<file path="src/rtl/dpa_pkg.sv">
// Shared definitions for the dpa_pipe pipelined adder/subtractor.
// Contents: opcode width and opcode encodings, and the registered flag bundle.
package dpa_pkg;

  localparam int OP_LEN = 5;

  localparam logic [OP_LEN-1:0] OP_ABSDIFF = 5'b00001;
  localparam logic [OP_LEN-1:0] OP_ADD     = 5'b00010;
  localparam logic [OP_LEN-1:0] OP_SUB     = 5'b00011;

  // Status flags that travel with every result token.
  typedef struct packed {
    logic cout;
    logic negative;
    logic overflow;
    logic zero;
    logic op_err;
  } dpa_flags_t;

endpackage

</file>
<file path="src/rtl/dpa_seg.sv">
// One combinational carry-select slice of the dpa_pipe adder.
// Ports:
//   a, b      in  SEG  operand bits of this segment (b already inverted for subtract)
//   ci        in  1    segment carry-in
//   sum       out SEG  segment sum bits
//   co        out 1    carry out of the segment MSB
//   c_msb_in  out 1    carry into the segment MSB (used for overflow detection)
module dpa_seg #(
  parameter int SEG = 8
) (
  input  logic [SEG-1:0] a,
  input  logic [SEG-1:0] b,
  input  logic           ci,
  output logic [SEG-1:0] sum,
  output logic           co,
  output logic           c_msb_in
);

  logic [SEG-1:0] p;
  logic [SEG-1:0] g;
  logic [SEG:0]   c;

  assign p = a ^ b;
  assign g = a & b;

  // Both candidate sums (p for carry 0, ~p for carry 1) exist per bit;
  // the rippled carry picks one.
  always_comb begin
    c    = '0;
    c[0] = ci;
    sum  = '0;
    for (int i = 0; i < SEG; i++) begin
      c[i+1] = g[i] | (p[i] & c[i]);
      sum[i] = c[i] ? ~p[i] : p[i];
    end
  end

  assign co       = c[SEG];
  assign c_msb_in = c[SEG-1];

endmodule

</file>
<file path="src/rtl/dpa_pipe.sv">
// Pipelined carry-select adder/subtractor with signed absolute difference,
// arithmetic flags and valid/ready flow control. One register stage per
// carry segment plus a final flag/negate stage: latency STAGES+1 cycles.
// Ports:
//   clk, rst                  clock, synchronous active-high reset
//   in_valid / in_ready       input handshake (in_ready = ~out_valid | out_ready)
//   a, b, cin, alu_op         operands, carry-in (ADD only), operation
//   out_valid / out_ready     output handshake
//   result                    sum / difference / magnitude
//   cout, negative_flag,
//   overflow_flag, zero_flag  status flags
//   op_err                    unsupported opcode
module dpa_pipe
  import dpa_pkg::*;
#(
  parameter int WIDTH  = 32,
  parameter int STAGES = 4,
  parameter int OP_LEN = dpa_pkg::OP_LEN
) (
  input  logic              clk,
  input  logic              rst,
  input  logic              in_valid,
  output logic              in_ready,
  input  logic [WIDTH-1:0]  a,
  input  logic [WIDTH-1:0]  b,
  input  logic              cin,
  input  logic [OP_LEN-1:0] alu_op,
  output logic              out_valid,
  input  logic              out_ready,
  output logic [WIDTH-1:0]  result,
  output logic              cout,
  output logic              negative_flag,
  output logic              overflow_flag,
  output logic              zero_flag,
  output logic              op_err
);

  localparam int SEG  = WIDTH / STAGES;
  localparam int LAST = STAGES - 1;

  if ((WIDTH % STAGES) != 0) begin : g_bad_width
    $fatal(1, "dpa_pipe: WIDTH must be a multiple of STAGES");
  end
  // Operands are forwarded through STAGES-1 registers, so at least two stages.
  if (STAGES < 2) begin : g_bad_stages
    $fatal(1, "dpa_pipe: STAGES must be at least 2");
  end

  function automatic logic [WIDTH-1:0] negate(input logic [WIDTH-1:0] x);
    return ~x + WIDTH'(1'b1);
  endfunction

  logic en;
  logic out_valid_q;

  // Whole pipe advances together; the only combinational path is out_ready -> in_ready.
  assign en       = ~out_valid_q | out_ready;
  assign in_ready = en;

  // Operand conditioning: subtract and absdiff are a + ~b + 1.
  logic [WIDTH-1:0] b_eff;
  logic             ci0;

  always_comb begin
    b_eff = b;
    ci0   = 1'b0;
    case (alu_op)
      OP_ADD: begin
        b_eff = b;
        ci0   = cin;
      end
      OP_SUB, OP_ABSDIFF: begin
        b_eff = ~b;
        ci0   = 1'b1;
      end
      default: begin
        b_eff = b;
        ci0   = 1'b0;
      end
    endcase
  end

  logic              vld_q  [STAGES];
  logic [OP_LEN-1:0] op_q   [STAGES];
  logic [WIDTH-1:0]  sum_q  [STAGES];
  logic              cy_q   [STAGES];
  // Not-yet-consumed operand bits, shifted so the next segment sits at bit 0.
  logic [WIDTH-1:0]  opa_q  [STAGES-1];
  logic [WIDTH-1:0]  opb_q  [STAGES-1];
  logic              cmsb_q;

  logic [SEG-1:0]    seg_sum [STAGES];
  logic [STAGES-1:0] seg_co;
  logic [STAGES-1:0] seg_cmsb;
  logic              unused_cmsb;

  // Only the top segment's MSB carry-in feeds the overflow flag.
  assign unused_cmsb = ^seg_cmsb[STAGES-2:0];

  for (genvar k = 0; k < STAGES; k++) begin : g_stage
    logic [SEG-1:0] seg_a;
    logic [SEG-1:0] seg_b;
    logic           seg_ci;

    dpa_seg #(.SEG(SEG)) u_seg (
      .a        (seg_a),
      .b        (seg_b),
      .ci       (seg_ci),
      .sum      (seg_sum[k]),
      .co       (seg_co[k]),
      .c_msb_in (seg_cmsb[k])
    );

    if (k == 0) begin : g_first
      assign seg_a  = a[SEG-1:0];
      assign seg_b  = b_eff[SEG-1:0];
      assign seg_ci = ci0;

      // ---- stage 0 boundary: segment 0 from the input ports ----
      always_ff @(posedge clk) begin
        if (rst) begin
          vld_q[0] <= 1'b0;
        end else if (en) begin
          vld_q[0] <= in_valid;
        end
      end

      always_ff @(posedge clk) begin
        if (en) begin
          op_q[0]  <= alu_op;
          cy_q[0]  <= seg_co[0];
          sum_q[0] <= {{(WIDTH-SEG){1'b0}}, seg_sum[0]};
          opa_q[0] <= a >> SEG;
          opb_q[0] <= b_eff >> SEG;
        end
      end
    end else begin : g_next
      assign seg_a  = opa_q[k-1][SEG-1:0];
      assign seg_b  = opb_q[k-1][SEG-1:0];
      assign seg_ci = cy_q[k-1];

      // ---- stage k boundary: segment k from the previous stage ----
      always_ff @(posedge clk) begin
        if (rst) begin
          vld_q[k] <= 1'b0;
        end else if (en) begin
          vld_q[k] <= vld_q[k-1];
        end
      end

      always_ff @(posedge clk) begin
        if (en) begin
          op_q[k]                  <= op_q[k-1];
          cy_q[k]                  <= seg_co[k];
          sum_q[k]                 <= sum_q[k-1];
          sum_q[k][k*SEG +: SEG]   <= seg_sum[k];
        end
      end

      if (k < LAST) begin : g_fwd
        always_ff @(posedge clk) begin
          if (en) begin
            opa_q[k] <= opa_q[k-1] >> SEG;
            opb_q[k] <= opb_q[k-1] >> SEG;
          end
        end
      end else begin : g_top
        always_ff @(posedge clk) begin
          if (en) begin
            cmsb_q <= seg_cmsb[k];
          end
        end
      end
    end
  end

  // Final stage: flags and conditional negate for absdiff.
  logic [WIDTH-1:0] d;
  logic             v;
  logic             s;
  logic [WIDTH-1:0] result_d;
  dpa_flags_t       flags_d;

  always_comb begin
    d        = sum_q[LAST];
    v        = cy_q[LAST] ^ cmsb_q;
    // True sign of a-b, valid even when the raw difference overflowed.
    s        = d[WIDTH-1] ^ v;
    result_d = '0;
    flags_d  = '0;
    case (op_q[LAST])
      OP_ADD, OP_SUB: begin
        result_d         = d;
        flags_d.cout     = cy_q[LAST];
        flags_d.negative = d[WIDTH-1];
        flags_d.overflow = v;
        flags_d.zero     = (d == '0);
      end
      OP_ABSDIFF: begin
        // Magnitude is read as unsigned, so -(-2^(W-1)) is exact.
        result_d     = s ? negate(d) : d;
        flags_d.cout = s;
        flags_d.zero = (result_d == '0);
      end
      default: begin
        flags_d.op_err = 1'b1;
      end
    endcase
  end

  logic [WIDTH-1:0] result_q;
  dpa_flags_t       flags_q;

  // ---- output stage boundary ----
  always_ff @(posedge clk) begin
    if (rst) begin
      out_valid_q <= 1'b0;
      result_q    <= '0;
      flags_q     <= '0;
    end else if (en) begin
      out_valid_q <= vld_q[LAST];
      result_q    <= result_d;
      flags_q     <= flags_d;
    end
  end

  assign out_valid     = out_valid_q;
  assign result        = result_q;
  assign cout          = flags_q.cout;
  assign negative_flag = flags_q.negative;
  assign overflow_flag = flags_q.overflow;
  assign zero_flag     = flags_q.zero;
  assign op_err        = flags_q.op_err;

endmodule

</file>
<file path="config.mk">
export PLATFORM = sky130hd
export DESIGN_NAME = dpa_pipe
export DESIGN_NICKNAME = d
export VERILOG_FILES = /design/src/rtl/dpa_pkg.sv /design/src/rtl/dpa_seg.sv /design/src/rtl/dpa_pipe.sv
export SDC_FILE = /design/constraint.sdc
export NUM_CORES = 1
export LEC_CHECK = 0
export ABC_CLOCK_PERIOD_IN_PS = 8600
export BUFFER_PORTS_ARGS = -buffer_cell sky130_fd_sc_hd__buf_4
export CORE_MARGIN = 10
export CORE_UTILIZATION = 59
export CTS_CLUSTER_DIAMETER = 60
export DETAILED_ROUTE_END_ITERATION = 12
export GPL_TIMING_DRIVEN = 0
export PLACE_DENSITY_LB_ADDON = 0.15
export SLEW_MARGIN = 20
export SYNTH_ARGS = -nofsm -noshare
export SYNTH_HDL_FRONTEND = slang
export SYNTH_SLANG_ARGS = --single-unit
</file>
<file path="constraint.sdc">
create_clock -name clk -period 8.6 [get_ports clk]
set_clock_uncertainty 0.1 [all_clocks]
set_input_delay 0.86 -clock clk [delete_from_list [all_inputs] [get_ports clk]]
set_output_delay 0.86 -clock clk [all_outputs]
set_load 0.05 [all_outputs]
</file>
# Word-level counts from Yosys, hierarchy flattened
# Memories as Yosys holds them, arrays and structs flattened. A register that Yosys moved wholly into a read port is not among the register bits.
# Cells that the tools add are included.
[totals] in_bits=74 mem_count=6 mem_bits_rw=300 reg_bits=38 out_inout_bits=39
[memory_table] name="sum_q" words=4 word_bits=32 rd=4 rd_ports_with_merged_regs=0 wr=4 line_no="dpa_pipe.sv:85" rtl="logic [WIDTH-1:0] sum_q [STAGES];"
[memory_table] name="opa_q" words=3 word_bits=24 rd=3 rd_ports_with_merged_regs=0 wr=3 line_no="dpa_pipe.sv:88" rtl="logic [WIDTH-1:0] opa_q [STAGES-1];"
[memory_table] name="opb_q" words=3 word_bits=24 rd=3 rd_ports_with_merged_regs=0 wr=3 line_no="dpa_pipe.sv:89" rtl="logic [WIDTH-1:0] opb_q [STAGES-1];"
[memory_table] name="op_q" words=4 word_bits=5 rd=4 rd_ports_with_merged_regs=0 wr=4 line_no="dpa_pipe.sv:84" rtl="logic [OP_LEN-1:0] op_q [STAGES];"
[memory_table] name="cy_q" words=4 word_bits=1 rd=4 rd_ports_with_merged_regs=0 wr=4 line_no="dpa_pipe.sv:86" rtl="logic cy_q [STAGES];"
[memory_table] name="vld_q" words=4 word_bits=1 rd=4 rd_ports_with_merged_regs=1 wr=4 line_no="dpa_pipe.sv:83" rtl="logic vld_q [STAGES];"
[op_classes] reduce_logical=5 n_addsub=1 eq_ne=6 bitwise=117 n_mux=53
[ops] op="$logic_not A32 Y1" n=2
[ops] op="$mux W32" n=2
[ops] op="$not A32 Y32" n=2
[ops] op="$pmux W32 S2" n=1
[ops] op="$mux W1" n=43
[ops] op="$or A1 B1 Y1" n=40
[ops] op="$not A1 Y1" n=33
[ops] op="$add A32 B1 Y32 const B" n=1
[ops] op="$and A1 B1 Y1" n=32
[ops] op="$and A8 B8 Y8" n=4
[ops] op="$xor A8 B8 Y8" n=4
[ops] op="$mux W8" n=3
[ops] op="$eq A5 B2 Y1 const B" n=4
[ops] op="$eq A5 B1 Y1 const B" n=2
[ops] op="$pmux W1 S2" n=3
[ops] op="$reduce_or A2 Y1" n=2
[ops] op="$reduce_or A3 Y1" n=1
[ops] op="$mux W2" n=1
[ops] op="$xor A1 B1 Y1" n=2

# Depth between registers and ports, before layout
[depth] word_depth=20 mapped_depth=12 mapped_depth_nobuf=12

# By module
# A second synthesis with hierarchy kept.
[unflattened] cells_unflattened=752 area_unflattened_um2=10408.7
[by_module_without_submodules] module="dpa_pipe" n_inst=1 area_each_um2=9618.0 cells_each=680
[by_module_without_submodules] module="dpa_seg" n_inst=4 area_each_um2=197.7 cells_each=18

# Worst setup path after synthesis
# Ideal clock, no wire load.
[synth_timing] path_kind="input port to output port" startpoint="input out_ready" endpoint="output in_ready" required_ps=7640 path_buffers=2 slack_ps=476 arrival_ps=7164 stages=4 cell_sequence="nor2b_1 clkbuf_1 inv_2 clkbuf_1"
[synth_via] elab_chain_cells=1
[synth_lines] item="from (decl)" line_no="dpa_pipe.sv:29" rtl="input logic out_ready,"
[synth_lines] item="$or A1 B1 Y1" line_no="dpa_pipe.sv:57" rtl="assign en = ~out_valid_q | out_ready;"
[synth_lines] item="to (decl)" line_no="dpa_pipe.sv:23" rtl="output logic in_ready,"
# No other way between the ends.

==> results.tsv <==
metric	value	unit
status	finished, final reports clean	
cts_hold_buf	0	
nNetsFinal	1003	
syn_nets	860	
async_reset_ff_frac	0	
grt_pass1_vias	6854	
min_to	op_q[1][0]	
p_int	2.245	mW
antenna_found_initial	0	
r2r-end	sum_q[1][15]	
die_x	152.6	um
ys_ff_latch	243	
worstSetupPathType	input port to register	
area_growth_syn_to_layout	19.20	%
swShare	0.2788	
post-cts-setup-buffers	0	
vias	6705	
overflow	0	
critPathRequiredTime	8.75	ns
rsz0062_at_grt	no	
cts_tree	done	
placeableCoreArea	0.01730	mm^2
dpl.hpwl	17450	um
worstPathMaxFanout	10	
drv_cap	0	
p_switching	0.8682	mW
tightest_slew	0.8666	ns
pin_count	113	
yosys-top-cells-area	edfxtp_1, dfxtp_1, fa_1	
routed_wl	25920	um
min_path_cells	0	
ant_nets	0	
routedWlPerCell	22.80	um
yosys.area.top_type	edfxtp_1	
num_antenna_cells	0	
die_y	152.6	um
final_common_cell	edfxtp_1	
worstSkewPairLatency	0.52	ns
syn_area_per_cell	13.79	um^2
ff2ff_path_depth	12	
cts_buffers	25	
cts.sinks	243	
htreeDepth	1	
drc	0	
fin_crit	5.691	ns
fin_area	0.01237	mm^2
synth_warnings	0	
leakage	4.890	nW
place_area	0.01159	mm^2
finalCritPeriodShare	0.6618	
r2r_slack	4.58	ns
synthCells	752	
grt_max_degree	65	
clkSlewWorstSetupHoldPaths	0.06	ns
grt_use_total	0.2185	
pwr-share-comb	0.163	
peakVddDrop	0.2395	mV
place_ws	2.554	ns
power_density	251.8	mW/mm^2
setup_viol_count_final	0	
seq_area_frac_synth	0.6667	
clockBufferDepth	3	
final_cell_mix	edfxtp_1, buf_4, nor2_1	
min-delay-start	op_q[0][0]	
crit_path_end_kind	register	
initial_core_util	0.5998	
clockRootBuffer	clkbuf_16	
die-area	0.02329	mm^2
final_util	0.7149	
num_rows	48	
drv_slew	0	
drtIter0Drc	605	
gp_congestion	0.8688	
cts_resized	0	
synth_cell_types	63	
io_buffers	112	
drive_above_1_share	0.1941	
max_slew_margin	0.4223	
min_path_type	register to register	
drt-pass1-iter-count	5	
crit_path_start_kind	input port	
clockPowerShare	0.332	
setup_ws	2.909	ns
r2r-start	cy_q[0]	
fmax	0.1757	GHz
arrival	5.85	ns
netlist.area_leader.share	0.5934	
synth_edf_count	205	
via_per_inst	5.897	
seqPwrFrac	0.505	
syn_area	0.01037	mm^2
grt_pass1_wl	40400	um
final_hold_viol_count	0	
dominantRegCellSynth	edfxtp_1	
-- power by group through the flow --
stage,combinational (mW),clock (mW),sequential [mW]
3_5_place_dp,0.489,0,1.59
2_1_floorplan,0.307,0,1.57
3_3_place_gp,0.469,0,1.58
6_report,0.507,1.03,1.57
4_1_cts,0.505,1.04,1.57
5_1_grt,0.551,1.09,1.59
-- state kept, by name, summed over array words and instances (netlist names) --
name           flops
cout               1
zero_flag          1
sum_q             80
opb_q             48
negative_flag      1
cy_q               4
out_valid          1
cmsb_q             1
vld_q              4
op_err             1
overflow_flag      1
opa_q             48
op_q              20
result            32
-- per-layer routing --
metal | part of all wire | up-vias | wire (um) | global-route usage
met3 | 0.076 | 61 | 1965 | 0.05137
met5 | 0 | - | 0 | 0
met4 | 0.033 | 0 | 858 | 0.08129
met2 | 0.49 | 329 | 12730 | 0.3626
met1 | 0.40 | 3258 | 10370 | 0.2733
li1 | - | 3057 | - | -
-- through the flow --
step / hold WS [ns] / instances / power [mW] / TNS, ns
final: 0.3144 / 1137 / 3.114 / 0
after global placement: 0.3003 / 1089 / 2.050 / -138.11
after detailed placement: 0.3045 / 1093 / 2.077 / 0
after CTS: 0.3142 / 1137 / 3.118 / 0
after global routing: 0.3194 / 1137 / 3.234 / 0
after floorplan: 0.3003 / 752 / 1.880 / 0
-- cell type report --
type | count | area (um^2)
clock inverters | 14 | 127.6
fillers | 1055 | 4931
inverters | 54 | 202.7
well taps | 225 | 281.5
repair buffers | 116 | 928.4
flip-flops and latches | 243 | 6917
multi-input cells | 411 | 3047
plain buffers | 44 | 217.7
clock buffers | 30 | 644.4
-- logic make-up (layout without fill, tap and decap cells) --
kind of cell	count (synthesis)	after routing	share of synthesized area
DFF	243	243	0.6667
buffers and inverters	98	258	0.04016
and+or+nand+nor	193	193	0.1018
AOI/OAI and AO/OA	139	139	0.08600
adders and majority gates	34	34	0.06417
muxes	3	3	0.002895
xor gates and xnor gates	42	42	0.03823
-- worst max-delay path, cell delays in order --
cell and delay (ns):
buf_4 0.13, nor4b_2 0.25, buf_2 0.26, clkbuf_1 0.68
xnor2_1 0.23, fa_1 0.46, fa_1 0.40, fa_1 0.39
fa_1 0.40, fa_1 0.42, fa_1 0.40, fa_1 0.37
inv_1 0.12, fa_1 0.47
-- synth_stat cells, drive strengths merged, types with 6 or more instances --
master,instances
a221oi,10
fa,32
or4,8
nand4,10
xnor2,11
nor4,13
and2,6
nor3,37
nand3,13
nor2,61
dfxtp,38
clkbuf,32
nand2,23
o211ai,6
a21oi,32
xor2,29
o21ai,45
edfxtp,205
a211oi,12
inv,54
buf,12
-- worst max path at each step --
stage          startpoint           to  cells past startpoint
6_report        alu_op[3]  sum_q[0][7]                     14
3_3_place_gp    out_ready     in_ready                      6
4_1_cts         alu_op[3]  sum_q[0][7]                     14
5_1_grt         alu_op[3]  sum_q[0][7]                     14
3_5_place_dp    alu_op[3]  sum_q[0][7]                     14
2_1_floorplan   out_ready     in_ready                      4
(Power assumes the default switching activity.)
